$ cat src/rtl/comb_sweep_pkg.sv
// Shared definitions for the combinational-unit sweep controller: state
// encoding, default sweep parameters and the error counter ceiling.
package comb_sweep_pkg;

  typedef enum logic [1:0] {
    ST_IDLE   = 2'd0,
    ST_SETTLE = 2'd1,
    ST_SAMPLE = 2'd2,
    ST_FIN    = 2'd3
  } sweep_state_t;

  localparam int unsigned SETTLE_DEFAULT   = 2;
  localparam logic [7:0]  EXPECTED_DEFAULT = 8'hEA;
  localparam logic [3:0]  ERR_MAX          = 4'd8;

endpackage

$ cat src/rtl/comb_sweep_ctrl.sv
// Walks a 3-input combinational unit through all eight input codes, captures
// its response into a truth table and counts mismatches against a golden one.
module comb_sweep_ctrl
  import comb_sweep_pkg::*;
#(
  parameter int unsigned SETTLE   = SETTLE_DEFAULT,
  parameter logic [7:0]  EXPECTED = EXPECTED_DEFAULT
) (
  input  logic       clk,
  input  logic       rst_n,
  input  logic       start,
  input  logic       abort,
  input  logic       f,
  output logic [2:0] x,
  output logic       busy,
  output logic       done,
  output logic [7:0] tt,
  output logic [3:0] err_cnt,
  output logic       match
);

  localparam logic [3:0] SETTLE_LD = 4'(SETTLE);

  sweep_state_t state;
  logic [3:0]   settle_cnt;

  function automatic logic [3:0] err_inc(input logic [3:0] cnt);
    return (cnt >= ERR_MAX) ? ERR_MAX : cnt + 4'd1;
  endfunction

  always_ff @(posedge clk or negedge rst_n) begin
    if (!rst_n) begin
      state      <= ST_IDLE;
      x          <= 3'd0;
      busy       <= 1'b0;
      done       <= 1'b0;
      tt         <= 8'h00;
      err_cnt    <= 4'd0;
      match      <= 1'b0;
      settle_cnt <= 4'd0;
    end else begin
      done <= 1'b0;
      case (state)
        ST_IDLE: begin
          // abort beats a simultaneous start request
          if (start && !abort) begin
            state      <= ST_SETTLE;
            busy       <= 1'b1;
            x          <= 3'd0;
            tt         <= 8'h00;
            err_cnt    <= 4'd0;
            match      <= 1'b0;
            settle_cnt <= SETTLE_LD;
          end
        end

        ST_SETTLE: begin
          if (abort) begin
            state <= ST_IDLE;
            busy  <= 1'b0;
            x     <= 3'd0;
            match <= 1'b0;
          end else begin
            settle_cnt <= settle_cnt - 4'd1;
            if (settle_cnt <= 4'd1) state <= ST_SAMPLE;
          end
        end

        ST_SAMPLE: begin
          if (abort) begin
            state <= ST_IDLE;
            busy  <= 1'b0;
            x     <= 3'd0;
            match <= 1'b0;
          end else begin
            tt[x] <= f;
            if (f != EXPECTED[x]) err_cnt <= err_inc(err_cnt);
            // last code holds x at 7 through FIN rather than wrapping
            if (x == 3'd7) begin
              state <= ST_FIN;
              busy  <= 1'b0;
              done  <= 1'b1;
            end else begin
              x          <= x + 3'd1;
              settle_cnt <= SETTLE_LD;
              state      <= ST_SETTLE;
            end
          end
        end

        ST_FIN: begin
          state <= ST_IDLE;
          x     <= 3'd0;
          match <= (err_cnt == 4'd0);
        end

        default: begin
          state <= ST_IDLE;
          busy  <= 1'b0;
          x     <= 3'd0;
        end
      endcase
    end
  end

endmodule

$ cat config.mk
export PLATFORM = sky130hd
export DESIGN_NAME = comb_sweep_ctrl
export DESIGN_NICKNAME = d
export VERILOG_FILES = /design/src/rtl/comb_sweep_pkg.sv /design/src/rtl/comb_sweep_ctrl.sv
export SDC_FILE = /design/constraint.sdc
export NUM_CORES = 1
export LEC_CHECK = 0
export CAP_MARGIN = 20
export CELL_PAD_IN_SITES_DETAIL_PLACEMENT = 2
export CELL_PAD_IN_SITES_GLOBAL_PLACEMENT = 2
export CORE_MARGIN = 2
export CORE_UTILIZATION = 36
export CTS_CLUSTER_DIAMETER = 40
export DETAILED_ROUTE_END_ITERATION = 12
export PLACE_DENSITY_LB_ADDON = 0.1
export SYNTH_ARGS = -nofsm -noshare
export SYNTH_HDL_FRONTEND = slang
export SYNTH_SLANG_ARGS = --single-unit
$ cat constraint.sdc
create_clock -name clk -period 3 [get_ports clk]
set_input_delay 0.6 -clock clk [delete_from_list [all_inputs] [get_ports clk]]
set_output_delay 0.6 -clock clk [all_outputs]
set_load 0.03 [all_outputs]
Yosys cells after proc, flatten, opt, wreduce, memory -nomap -nowiden
Memories as Yosys holds them, arrays and structs flattened.
Cells that the tools add are included.
{"block": "word_totals", "ff_bits": 24, "wordCells": 84, "mem_bits_ro": 8, "inputBits": 5, "out_inout_bits": 18, "memories": 1}
{"memory": "(no name shown)", "words": 8, "width": 1, "rd": 1, "rd_ports_with_merged_regs": 0, "wr": 0, "line": "comb_sweep_ctrl.sv:77", "rtl": "if (f != EXPECTED[x]) err_cnt <= err_inc(err_cnt);"}
{"block": "op_classes", "n_eq_ne": 15, "order_cmp": 4, "n_addsub": 3, "mux": 38, "reduce_logical": 15}
{"op": "two-way mux 4 bit", "count": 8}
{"op": "two-way mux 8 bit", "count": 2}
{"op": "case mux 8 bit (2 select lines)", "count": 1}
{"op": "two-way mux 3 bit", "count": 4}
{"op": "!= test 2 bit, second input constant", "count": 6}
{"op": "case mux 3 bit (4 select lines)", "count": 1}
{"op": "case mux 4 bit (3 select lines)", "count": 1}
{"op": "two-way mux 1 bit", "count": 10}
{"op": "two-way mux 2 bit", "count": 5}
{"op": "!= test 3 bit, second input constant", "count": 3}
{"op": "bitwise mux 8 bit", "count": 1}
{"op": "case mux 2 bit (4 select lines)", "count": 1}
{"op": "case mux 4 bit (2 select lines)", "count": 1}
{"op": "AND reduction 4 bit", "count": 2}
{"op": "case mux 1 bit (3 select lines)", "count": 2}
{"op": "AND reduction 3 bit", "count": 2}
{"op": "AND reduction 5 bit", "count": 1}
{"op": "adder 4 x 1 -> 4 bit, second input constant", "count": 1}
{"op": "== test 2 bit, second input constant", "count": 2}
{"op": ">= comparator 4 bit, second input constant", "count": 1}
{"op": "less-or-equal comparator 4 x 1 -> 1 bit, second input constant", "count": 1}
{"op": "logical NOT 4 bit", "count": 1}
{"op": "< comparator 3 x 4 -> 1 bit, second input constant", "count": 1}
{"op": "AND reduction 2 bit", "count": 2}
{"op": "other kinds (14)", "count": 15}

Longest topological paths before layout
{"block": "logic_depth", "depth_word": 7, "mapped_depth": 8, "depth_no_buf": 6}

Worst setup path after synthesis
OpenSTA, ideal clock, no wires.
{"block": "synth_path", "path_kind": "reg2reg", "from": "reg x[0]", "to": "reg x[0]", "path_buffers": 0, "period_less_slack_ps": 1858, "t_arrival_ps": 1733, "path_stages_with_launch": 6, "required_ps": 2875, "setup_ps": 125, "slack_ps": 1142, "cell_sequence": "dfrtp_1 > ha_1 > ha_1 > and2_4 > or3_4 > mux2_4"}
{"block": "synth_via", "elab_chain_len": 4}
{"item": "from (decl)", "line": "comb_sweep_ctrl.sv:14", "rtl": "output logic [2:0] x,"}
{"item": "from (signal assigned)", "line": "comb_sweep_ctrl.sv:84", "rtl": "x <= x + 3'd1;"}
{"item": "adder 3 x 1 -> 3 bit", "line": "comb_sweep_ctrl.sv:84"}
{"item": "two-way mux 3 bit", "line": "comb_sweep_ctrl.sv:79", "rtl": "if (x == 3'd7) begin"}
{"item": "two-way mux 3 bit", "line": "comb_sweep_ctrl.sv:70", "rtl": "if (abort) begin"}
{"item": "case mux 3 bit (4 select lines)", "line": "comb_sweep_ctrl.sv:43", "rtl": "case (state)"}
Several ways; a longest one is shown, not always the timed one. The select of a mux whose other input is x is not followed.
A chain may end at the register's enable or synchronous reset.

Worst setup path in the final report
{"block": "layout_path", "from": "reg x[2]", "to": "out x[2]"}
No word-level cell between the ends.

==> results.md <==
* Post-route insts no fill at about 220
* F_max at around 440 MHz
* Vias per cell at around 5.5
* Post-CTS sizing at 0
* TritonCTS clock tree: built
* Hold Crit Start: tt[4]
* Worst hold slack at between 500 and 600 ps
* Pwr Total at about 1.3 mW
* Cell leakage power at roughly 0.77 nW
* Cell Area, Synth at 0.00150 mm²
* Maximum clock path buffer count at 2
* CP cell instances: clkdlybuf4s50_1
* CTS clk-pin slew, worst paths at about 90 ps
* Fin util at around 44%
* Max Slew Vio Count at 0
* Worst-Margin Slew at 586 ps
* Post-CTS setup buffers at 0
* Final HPWL DP at between 3000 and 4000 µm
* Routed vias at roughly 1.2k
* Worst path required time at 2400 ps
* Aggregate global routing overflow at 0
* Post-layout min period at between 2000 and 2500 ps
* Commonest non-fill, non-tap cells in the layout: 24 x dfrtp_1, 22 x clkdlybuf4s50_1, 15 x o21ai_0, 13 x inv_1, 12 x nand2_1
* FF-to-FF Start: x[1]
* GP Congestion at 0.776
* First-pass GRT wire length at about 7000 µm
* CP delay by family, top: buffers and inverters
* Register bit total from synthesis at 24
* RSZ-0062 raised after global routing: no
* IO buf count at 22
* Metal-1 WL at 1950 µm
* Buf+Inv Stages, Crit Path at 1
* Syn_area_per_cell at roughly 9.7 µm²
* Hold Vio Cnt, Final at 0
* Pre-CTS WS at about 640 ps
* Ys flop type: dfrtp_1
* Max layer used: met4
* Die Ht at just under 70 µm
* Number of placed cells counting well taps at between 200 and 250
* CP Launch Point: x[2]
* Largest fanout on the critical path at 13
* # fillers at between 400 and 500
* DR iter-0 viols at between 50 and 60
* Crit. End Element: output pin
* Worst-Skew Late Latency at 280 ps
* Maxcap violations at 0
* Fin area at around 0.0018 mm²
* Max incr delay on CP at 760 ps
* TNS Setup at 0 ps
* Ys async rst share at 100%
* # IOs at 23
* Critical-path top delay cell: clkdlybuf4s50_1
* Largest area contributor in the netlist: dfrtp_1
* H-tree levels at 1
* Final antenna-violating net count at 0
* Peak supply drop at 0.381 mV
* WL met2 at between 1500 and 2000 µm
* Final Worst Setup Slack at 748 ps
* Share of the synthesized area in the top cell type at 39.9%
* Synth top area cells: dfrtp_1 40%, ha_1 9.2%, o21ai_0 5.0%
* Post-synth net total at around 170
* Final setup vio count at 0
* Synth Instances at approximately 160
* Hold buffer count at cts at 0
* Total core area at ~0.004 mm²
* CP Launch Type: flip-flop
* Global-route usage over all layers at 20.2%
* TritonCTS buffer count at 3
* Die area at 0.00471 mm²
* Pre-Repair DR Iteration Count at 4
* Vias in the first global route at between 1k and 1.5k
* Largest net degree at the start of global routing at 25
* DR WL/cell at roughly 18 µm
* Met3 WL at about 110 µm
* EDFF count, synth at 0
* Netlist cell types at 50
* Routed wire length at 4060 µm
* Hold WC Path Type: reg2reg
* Most common cell after layout, fill and taps aside: dfrtp_1
* Antenna Cells at 0
* Worst Skew at 4.55 ps
* Clk root buf: clkbuf_8
* Die W at around 70 µm
* Slew margin rel. at 60.7%
* Drt drc at 0
* Crit path DAT at 1650 ps
* Initial Utilization at between 30% and 40%
* Kind of critical path: reg2out
* Layout cells sized above 1 at 11.5%
* Power Density at 741 mW/mm²
* Post-synthesis sequential area ratio at 39.9%
* Area Growth Syn to Fin at 18.3%
* Initial antenna violation count at 0
* Clock Sink Count at 24
* Num rows at 23
* Nets@finish at between 150 and 200
* Ys Warns at 0
* Post-Place Cell Area at between 0.0015 and 0.002 mm²
* Fin crit share at around three quarters
* Status: completed
[cell families after synthesis]
| family | share of synthesized area [%] |
|---|---|
| compound gates | 21.0 |
| fa+ha+maj | 9.15 |
| buf+inv | 8.15 |
| flops | 39.9 |
| mux | 3.08 |
| simple gates | 18.6 |
[metal layers]
metal	track usage, %	vias to the layer above
li1	-	593
met1	27.6	604
met2	32.1	20
met3	3.08	5
met4	7.50	0
met5	0	-
[registers in the layout, summed over array words and instances (netlist names)]
signal / cells
err_cnt: 4
tt: 8
match: 1
state: 2
done: 1
x: 3
busy: 1
settle_cnt: 4
[power by group]
part           switching (mW)  leakage (nW)  internal (mW)
sequential             0.0727         0.323          0.392
clock                   0.117        0.0288          0.118
combinational           0.370         0.417          0.248
[Yosys cell counts, types with 2 or more instances]
cell / count
o21ai_0: 15
a22o_2: 2
buf_2: 2
buf_6: 5
a31oi_1: 2
nand3_1: 3
dfrtp_1: 24
inv_1: 13
nor2_1: 8
o31ai_1: 2
nand2_1: 12
and2_4: 2
nand2b_1: 4
o2111ai_1: 2
a21oi_1: 7
nor4_1: 3
mux2i_1: 2
ha_1: 11
o221ai_1: 2
nor3_1: 3
o311ai_2: 2
[worst register-to-register path, delay by kind of cell, from the launching register on]
kind / cells / cell delay [ps]
flip-flops: 1 / 620
adder cells (fa/ha/maj): 1 / 210
buffers and inverters: 1 / 160
AO/OA/AOI/OAI: 2 / 430
AND/OR/NAND/NOR: 2 / 610
[cell type report]
class                      instances  area [µm²]  share of cell area (%)
timing repair buffer              23         228                    12.8
clock buffer                       4        55.1                    3.09
inverter                          14        52.6                    2.95
tap                               50        62.6                    3.52
multi-input combinational        109         781                    43.9
sequential                        24         601                    33.8
[worst paths after layout]
kind,end,slack (ps),cells past startpoint
setup / recovery,x[2],750,1
hold / removal,tt[4],520,1
setup reg to reg,err_cnt[2],890,6
hold reg to reg,tt[4],520,1
max in group asynchronous,state[0],2060,2
min in group asynchronous,tt[1],690,2
Power figures use the tool's default switching activity.
